$ cat src/rtl/shot_pool.sv
// Pool of N_SHOTS projectile slots: spawn on fire release into the lowest free slot,
// move upward on a divided tick, retire past Y_LIMIT or on collision hit_clear.
module shot_pool #(
  parameter int N_SHOTS  = 8,
  parameter int XW       = 10,
  parameter int YW       = 10,
  parameter int SPAWN_Y  = 424,
  parameter int Y_LIMIT  = -10,
  parameter int STEP     = 1,
  parameter int TICK_DIV = 60000
) (
  input  logic                               clk,
  input  logic                               reset,
  input  logic                               fire,
  input  logic [XW-1:0]                      pos_x,
  input  logic [N_SHOTS-1:0]                 hit_clear,
  output logic [N_SHOTS-1:0]                 shot_valid,
  output logic [N_SHOTS*XW-1:0]              shot_x,
  output logic signed [N_SHOTS*YW-1:0]       shot_y,
  output logic [$clog2(N_SHOTS+1)-1:0]       active_count,
  output logic                               pool_full,
  output logic                               fire_drop
);

  localparam int CW  = (TICK_DIV > 1) ? $clog2(TICK_DIV) : 1;
  localparam int ACW = $clog2(N_SHOTS+1);
  localparam logic [CW-1:0]        TICK_LAST = CW'(TICK_DIV - 1);
  localparam logic signed [YW-1:0] SPAWN_V   = YW'(SPAWN_Y);
  localparam logic signed [YW-1:0] Y_LIM_V   = YW'(Y_LIMIT);
  localparam logic signed [YW-1:0] STEP_V    = YW'(STEP);

  logic [CW-1:0]        tick_cnt;
  logic                 fire_q;
  logic                 spawn_req;
  logic                 move_tick;
  logic                 found;
  logic [N_SHOTS-1:0]   alloc;
  logic [XW-1:0]        x_r [N_SHOTS];
  logic signed [YW-1:0] y_r [N_SHOTS];

  assign spawn_req = fire_q & ~fire;
  assign move_tick = (tick_cnt == TICK_LAST);

  // Lowest-index slot free at the start of the cycle; slots cleared this cycle stay ineligible.
  always_comb begin
    alloc = '0;
    found = 1'b0;
    for (int unsigned i = 0; i < N_SHOTS; i++) begin
      if (!found && !shot_valid[i]) begin
        alloc[i] = 1'b1;
        found    = 1'b1;
      end
    end
  end

  always_ff @(posedge clk) begin
    if (reset) begin
      tick_cnt   <= '0;
      fire_q     <= 1'b0;
      fire_drop  <= 1'b0;
      shot_valid <= '0;
      for (int unsigned i = 0; i < N_SHOTS; i++) begin
        x_r[i] <= '0;
        y_r[i] <= '0;
      end
    end else begin
      tick_cnt  <= move_tick ? '0 : tick_cnt + 1'b1;
      fire_q    <= fire;
      fire_drop <= spawn_req & pool_full;
      for (int unsigned i = 0; i < N_SHOTS; i++) begin
        if (shot_valid[i]) begin
          if (hit_clear[i]) begin
            shot_valid[i] <= 1'b0;
          end else if (move_tick) begin
            if (y_r[i] >= Y_LIM_V) y_r[i] <= y_r[i] - STEP_V;
            else                   shot_valid[i] <= 1'b0;
          end
        end else if (spawn_req && alloc[i]) begin
          shot_valid[i] <= 1'b1;
          x_r[i]        <= pos_x;
          y_r[i]        <= SPAWN_V;
        end
      end
    end
  end

  always_comb begin
    shot_x       = '0;
    shot_y       = '0;
    active_count = '0;
    for (int unsigned i = 0; i < N_SHOTS; i++) begin
      shot_x[i*XW +: XW] = x_r[i];
      shot_y[i*YW +: YW] = y_r[i];
      active_count       = active_count + ACW'(shot_valid[i]);
    end
  end

  assign pool_full = &shot_valid;

endmodule
$ cat config.mk
export PLATFORM = sky130hd
export DESIGN_NAME = shot_pool
export DESIGN_NICKNAME = d
export VERILOG_FILES = /design/src/rtl/shot_pool.sv
export SDC_FILE = /design/constraint.sdc
export NUM_CORES = 1
export LEC_CHECK = 0
export BUFFER_PORTS_ARGS = -buffer_cell sky130_fd_sc_hd__buf_2
export CAP_MARGIN = 20
export CORE_MARGIN = 3
export CORE_UTILIZATION = 35
export CTS_CLUSTER_DIAMETER = 120
export CTS_CLUSTER_SIZE = 40
export DETAILED_ROUTE_END_ITERATION = 10
export GPL_ROUTABILITY_DRIVEN = 0
export SLEW_MARGIN = 20
export SYNTH_ARGS = -nofsm -noshare
export SYNTH_HDL_FRONTEND = slang
export SYNTH_SLANG_ARGS = --single-unit
$ cat constraint.sdc
create_clock -name clk -period 4.4 [get_ports clk]
set_clock_uncertainty 0.2 [all_clocks]
set_input_delay 0 -clock clk [delete_from_list [all_inputs] [get_ports clk]]
set_output_delay 0 -clock clk [all_outputs]
set_load 0.02 [all_outputs]
After elaboration in Yosys (flattened, before gate mapping)
Memories as Yosys holds them, arrays and structs flattened.
Index checks and enable logic that the tools add are counted.
- register bits: 26
- RAM bits: 160
- input port bits: 21
- output and inout bits: 174
- memories: 2
- $add $sub $neg: 16
- order comparisons: 8
- eq/ne operators: 1
- multiplexer cells: 144
- bitwise gates (word level): 27
- reductions and logical operators: 30
- memories (memory ; depth ; bits a word ; read ports ; clocked after Yosys merged registers in ; wr ports ; RTL line ; RTL):
    x_r ; 8 ; 10 ; 8 ; 0 ; 8 ; 38 ; logic [XW-1:0] x_r [N_SHOTS];
    y_r ; 8 ; 10 ; 8 ; 0 ; 8 ; 39 ; logic signed [YW-1:0] y_r [N_SHOTS];
- operators with widths (cell ; number):
    two-way mux 10 bit ; 24
    two-way mux 1 bit ; 120
    >= comparator 10 x 5 -> 1 bit (second input constant) ; 8
    subtractor 10 x 2 -> 10 bit (second input constant) ; 8
    OR 1 bit ; 24
    adder 16 x 1 -> 16 bit (second input constant) ; 1
    adder 4 x 1 -> 4 bit ; 4
    equality test 16 bit (second input constant) ; 1
    logical AND 1 bit ; 15
    zero test 1 bit ; 13
    AND reduction 8 bit ; 1
    adder 3 x 1 -> 4 bit ; 1
    adder 2 x 1 -> 3 bit ; 1
    adder 1 x 1 -> 2 bit ; 1
    bitwise AND 1 bit ; 2
    OR reduction 2 bit ; 1
    inverter 1 bit ; 1

Depth between registers and ports, before layout
Gate-level depths: netlist of run 1.
- depth in word-level cells: 27
- mapped depth: 9
- gate-level depth less buffers: 9

Worst setup path before layout of run 1
No wires, ideal clock.
- kind: register to output
- from: reg shot_valid[1]
- to: out active_count[2]
- arrival time: 2941 ps
- data required time: 4200 ps
- setup slack: 1259 ps
- stages on the path, launching flop included: 10
- path through: dfxtp_1 > fa_1 > inv_1 > fa_1 > fa_1 > inv_1 > ha_1 > inv_1 > fa_1 > xnor2_1
- longest elaborated chain between the ends: 7
- ends and longest elaborated chain (what ; RTL line ; RTL):
    from (decl) ; 17 ; output logic [N_SHOTS-1:0] shot_valid,
    from (signal assigned) ; 61 ; shot_valid <= '0;
    from (signal, indexed assignment) ; 73 ; shot_valid[i] <= 1'b0;
    from (signal, indexed assignment) ; 76 ; else shot_valid[i] <= 1'b0;
    adder 1 x 1 -> 2 bit ; 94 ; active_count = active_count + ACW'(shot_valid[i]);
    adder 2 x 1 -> 3 bit ; 94 ;
    adder 3 x 1 -> 4 bit ; 94 ;
    adder 4 x 1 -> 4 bit (4 in series) ; 94 ;
    to (decl) ; 20 ; output logic [$clog2(N_SHOTS+1)-1:0] active_count,
Every way passes these cells.

Worst setup path in the final report of run 1
- from: reg shot_valid[0]
- to: out active_count[2]
The elaborated chain is that of the path after synthesis.

==> results of run 1 <==
## routing by layer
layer	vias to the layer above	track usage [%]
met5	-	0
met2	221	27.7
met3	18	4.54
met4	0	4.11
met1	3108	21.3
li1	3154	-
## per-stage QoR
stage	utilization, %	cell area [um^2]	hold WS (ps)	worst slack, ps	std cells
final	45.1	10800	227	856	1310
after global routing	45.1	10800	264	660	1310
after CTS	45.1	10800	210	811	1310
after detailed placement	41.7	9970	33.6	1240	1255
after global placement	41.7	9970	40.2	1330	1255
after floorplan	-	8680	-97.7	1260	764
## cells in the final DEF (no fill, tap or decap), types with 4 or more instances in the layout
cell type / instances
or4_1: 13
clkbuf_16: 17
nor3_1: 21
edfxtp_1: 160
dlygate4sd3_1: 23
or3_1: 14
buf_4: 4
and3_1: 6
xnor2_1: 56
dfxtp_1: 26
inv_1: 56
o2111ai_1: 8
inv_8: 4
buf_2: 194
nand3_1: 17
nor4b_1: 4
a21oi_1: 20
o31ai_1: 7
nor2_1: 141
o22ai_1: 5
nor4_1: 19
nand2b_1: 7
nand4_1: 7
xor2_1: 12
nand2_1: 44
a211oi_1: 5
or2_2: 4
fa_1: 4
o21ai_0: 27
ha_1: 23
## critical path: cells and delay by family (launching register included)
kind / cells / cell delay (ps)
fa+ha+maj: 5 / 2010
flops: 1 / 390
buf+inv: 4 / 360
xor+xnor: 1 / 160
## area by class of cell
| type | count | area (um^2) |
|---|---|---|
| repair buffers | 221 | 1230 |
| well taps | 319 | 399 |
| inverters | 56 | 210 |
| clock buffers | 18 | 429 |
| flip-flops and latches | 186 | 5330 |
| clock inverters | 14 | 154 |
| multi-input cells | 496 | 3040 |
| fillers | 2250 | 13100 |
## sequential cells by signal, summed over array words and instances, names as in the netlist
signal,count
fire_drop,1
fire_q,1
shot_valid,8
tick_cnt,16
x_r,80
y_r,80
## cell families after synthesis
logic type,Yosys count,share of synthesized area (%)
AND/OR/NAND/NOR,313,17.4
flip-flops,186,61.4
AO/OA/AOI/OAI,87,6.33
buffers and inverters,82,3.65
XOR/XNOR,68,6.86
adder cells (fa/ha/maj),27,4.24
multiplexers,1,0.130
## where the power goes
group	switching, mW	internal [mW]
Combinational	0.251	0.132
Sequential	0.0765	2.00
Clock	0.747	0.762
Total	1.07	2.89
## worst paths after layout
| check | start | end | slack (ps) |
|---|---|---|---|
| max reg2reg | tick_cnt[0]$_SDFF_PP0_ | y_r[0][12]$_SDFFCE_PP0P_ | 1250 |
| min reg2reg | tick_cnt[0]$_SDFF_PP0_ | tick_cnt[0]$_SDFF_PP0_ | 280 |
| min | hit_clear[1] | shot_valid[1]$_SDFF_PP0_ | 230 |
| max | shot_valid[0]$_SDFF_PP0_ | active_count[2] | 860 |
==> results.json, run 1 <==
{
  "async_flop_share_pct": 0,
  "ys.flop_type": "edfxtp_1",
  "boundaryPins": 195,
  "grt_max_degree": 30,
  "n_antenna_cell": 0,
  "tns_ps": 0,
  "synth.cell_area_mm2": 0.00868,
  "clock_path_buffers": 2,
  "grt_pass1_vias": 6163,
  "drt-total-wl_mm": 22.5,
  "top_layer": "met4",
  "max-cap-violations": 0,
  "die_h_um": 163,
  "drcViolationCount": 0,
  "power_mw": 3.97,
  "fmax_mhz": 282,
  "syn2layout_area_growth_pct": 24.3,
  "cp_cell_sequence": "fa_1 > inv_1 > fa_1 > fa_1 > inv_1 > ha_1 > inv_1 > fa_1 > xnor2_1 > buf_2",
  "grt_pass1_wl_mm": 34.1,
  "netlist_instances": 764,
  "clock_sinks": 186,
  "synth_cell_types": 51,
  "critPathSlowestCell": "fa_1",
  "worst_slew_pin_slew_ps": 995,
  "drv_slew": 0,
  "viasPerCell": 4.96,
  "path_max_fanout": 7,
  "synth-edff-count": 160,
  "cts_buffers": 17,
  "grt_overflow": 0,
  "post-route-min-period_ps": 3540,
  "insertion_delay_ps": 430,
  "cts.clk_slew.worst_paths_ps": 70,
  "fp-row-count": 56,
  "via_count": 6501,
  "ir_worst_vdd_mv": 0.252,
  "wl_met2_mm": 10.8,
  "die_x_um": 163,
  "drt-initial-drc-count": 422,
  "p_leak_nw": 4.25,
  "path_common_cell": "fa_1",
  "wire_per_inst_um": 17.1,
  "cts_setup_buffers": 0,
  "root_buffer": "clkbuf_16",
  "fin_crit_sh_pct": 80.5,
  "slew_headroom_pct": 33.5,
  "setup_viol": 0,
  "hold_viol_final": 0,
  "cpPeakStageDelay_ps": 550,
  "route.layer.met1.wl_mm": 9.52,
  "hold_class": "input pin to register",
  "crit_type": "register to primary output",
  "yosysWarningCount": 0,
  "cts_tree": "yes",
  "yosysTopAreaCell": "edfxtp_1",
  "end_kind": "primary output",
  "start_kind": "register",
  "synthTopCellsByCount": "edfxtp_1, nor2_1, inv_1, xnor2_1, nand2_1",
  "start_util_pct": 36.3,
  "dp_hpwl_mm": 16.3,
  "cp.arrival_ps": 3340,
  "ys_ff_latch": 186,
  "status": "complete, no violations",
  "p_per_area_mw_per_mm2": 368,
  "syn_nets": 812,
  "dr_wl_met3_mm": 1.87,
  "synth_most_common_cell": "edfxtp_1",
  "netlist.area_leader.share_pct": 55.4,
  "synth_area_leaders": "edfxtp_1, nor2_1, dfxtp_1, xnor2_1, ha_1",
  "final_net_count": 1026,
  "worstHoldPathCells": 5,
  "port_buffers": 194,
  "track_usage_pct": 16.5,
  "htree_levels": 4,
  "drtPass1Iterations": 5,
  "cp_data_required_time_ps": 4200,
  "postCtsResizedCells": 0,
  "drive_gt1_share_pct": 24.1,
  "ys_seq_area_share_pct": 61.4,
  "ant_nets": 0,
  "worstRegToRegCells": 5,
  "synth.avg_cell_area_um2": 11.4,
  "hold_buffers": 23,
  "rsz0062_at_grt": "false",
  "antenna_found_initial": 0,
  "core_mm2": 0.0239,
  "dieArea_mm2": 0.0267
}
No activity file was read; power rests on OpenSTA's default activity.
==> inputs of run 2 (changes only) <==
==> constraint.sdc (replaced) <==
create_clock -name clk -period 3.1 [get_ports clk]
set_clock_uncertainty 0.2 [all_clocks]
set_input_delay 0 -clock clk [delete_from_list [all_inputs] [get_ports clk]]
set_output_delay 0 -clock clk [all_outputs]
set_load 0.02 [all_outputs]
==> results.json, run 2 (same netlist as run 1, synthesis figures left out) <==
{
  "top_layer": "met4",
  "slew_headroom_pct": 60.7,
  "grt_pass1_vias": 6324,
  "htree_levels": 4,
  "cp_cell_sequence": "fa_1 > inv_1 > fa_1 > fa_2 > inv_2 > ha_4 > inv_2 > fa_2 > inv_2 > buf_6",
  "status": "finished, violations left",
  "cp.arrival_ps": 3230,
  "root_buffer": "clkbuf_16",
  "rr_endpoint": "shot_valid[0]$_SDFF_PP0_",
  "start_util_pct": 36.3,
  "wire_per_inst_um": 17.1,
  "fin_crit_sh_pct": 111,
  "dieArea_mm2": 0.0267,
  "boundaryPins": 195,
  "cts.clk_slew.worst_paths_ps": 70,
  "p_per_area_mw_per_mm2": 518,
  "setup_viol": 3,
  "end_kind": "primary output",
  "max-cap-violations": 0,
  "grt_max_degree": 22,
  "clock_path_buffers": 2,
  "power_mw": 5.69,
  "cpPeakStageDelay_ps": 540,
  "rsz0062_at_grt": "true",
  "drcViolationCount": 0,
  "post-route-min-period_ps": 3430,
  "cp_data_required_time_ps": 2900,
  "drv_slew": 0,
  "dp_hpwl_mm": 16.6,
  "reg_top3": "x_r x80, y_r x80, tick_cnt x16",
  "worst_slew_pin_slew_ps": 589,
  "cts_tree": "yes",
  "viasPerCell": 4.98,
  "drtPass1Iterations": 5,
  "insertion_delay_ps": 440,
  "syn2layout_area_growth_pct": 26.5,
  "port_buffers": 194,
  "path_max_fanout": 2,
  "hold_viol_final": 0,
  "fp-row-count": 56,
  "die_x_um": 163,
  "clock_sinks": 186,
  "worstReg2RegStart": "tick_cnt[0]$_SDFF_PP0_",
  "hold_class": "register to register",
  "wl_met2_mm": 10.5,
  "min_to": "tick_cnt[0]$_SDFF_PP0_",
  "hp-start": "tick_cnt[0]$_SDFF_PP0_",
  "setup_slack_ps": -326,
  "final_cell_mix": "buf_2, edfxtp_1, nor2_1",
  "antenna_found_initial": 1,
  "die_h_um": 163,
  "drive_gt1_share_pct": 26.0,
  "path_common_cell": "inv_2",
  "track_usage_pct": 17.0,
  "r2r_slack_ps": 340,
  "worstRegToRegCells": 7,
  "dr_wl_met3_mm": 1.83,
  "route.layer.met1.wl_mm": 9.86,
  "final_net_count": 1043,
  "via_count": 6615,
  "grt_pass1_wl_mm": 35.2,
  "tns_ps": -709,
  "grt_overflow": 0,
  "p_leak_nw": 4.35,
  "core_mm2": 0.0239,
  "drt-total-wl_mm": 22.7,
  "crit_type": "register to primary output",
  "critPathSlowestCell": "fa_1",
  "final_common_cell": "buf_2",
  "ir_worst_vdd_mv": 0.334,
  "ant_nets": 0,
  "cts_buffers": 17,
  "fmax_mhz": 292,
  "fillers": 2230,
  "dp_cells": 1268,
  "start_kind": "register",
  "worstHoldPathCells": 1,
  "stdcell_count": 1328,
  "violations": "negative setup slack",
  "drt-initial-drc-count": 458
}
run 2: stage by stage:
step	worst slack (ps)	utilization (%)	hold slack (ps)	area [um^2]
after floorplan	42.3	-	-97.7	8690
after global placement	69.8	42.2	24.7	10100
after detailed placement	40.3	42.2	23.1	10100
after CTS	-365	45.9	266	11000
after global routing	-438	45.9	289	11000
final	-326	45.9	277	11000
run 2: how the worst max path moves through the flow:
stage                                        start               to  slack [ps]  cells past startpoint
after floorplan           shot_valid[1]$_SDFF_PP0_  active_count[2]          40                      9
after global placement    shot_valid[0]$_SDFF_PP0_  active_count[2]          70                     10
after detailed placement  shot_valid[0]$_SDFF_PP0_  active_count[2]          40                     10
after CTS                 shot_valid[0]$_SDFF_PP0_  active_count[1]        -360                     10
after global routing      shot_valid[0]$_SDFF_PP0_  active_count[1]        -440                     10
final                     shot_valid[0]$_SDFF_PP0_  active_count[1]        -330                     10
run 2: layout make-up:
cell class	instances	area (um^2)	area share [%]
inverters	56	210	1.91
diodes	1	2.50	0.0228
clock buffers	18	429	3.91
well taps	319	399	3.64
clock inverters	14	165	1.50
repair buffers	238	1380	12.6
multi-input cells	496	3070	27.9
flip-flops and latches	186	5330	48.5
run 2: routing by layer:
| metal | up-vias | GRT usage, % |
|---|---|---|
| met5 | - | 0 |
| met1 | 3156 | 22.1 |
| met3 | 25 | 5.33 |
| met2 | 245 | 26.8 |
| li1 | 3189 | - |
| met4 | 0 | 5.84 |
run 2: what timing repair did:
action / CTS / global route
gates resized for setup: 12 / 2
setup buffers: 1 / 0
pin swaps: 2 / 1
endpoints found under the hold margin: 107 / 0
setup endpoints to repair: 3 / 4
hold buffers: 26 / 0
run 2: power by group:
group / internal [mW] / leakage, nW / switching (mW) / total, mW
clock network: 1.10 / 0.291 / 1.09 / 2.19
registers: 2.83 / 1.82 / 0.107 / 2.94
logic: 0.195 / 2.24 / 0.360 / 0.555
run 2: critical path, delay by kind of cell (launching register included):
kind | cells | cell delay [ps]
flip-flops | 1 | 330
adder cells (fa/ha/maj) | 5 | 2170
buffers and inverters | 5 | 300
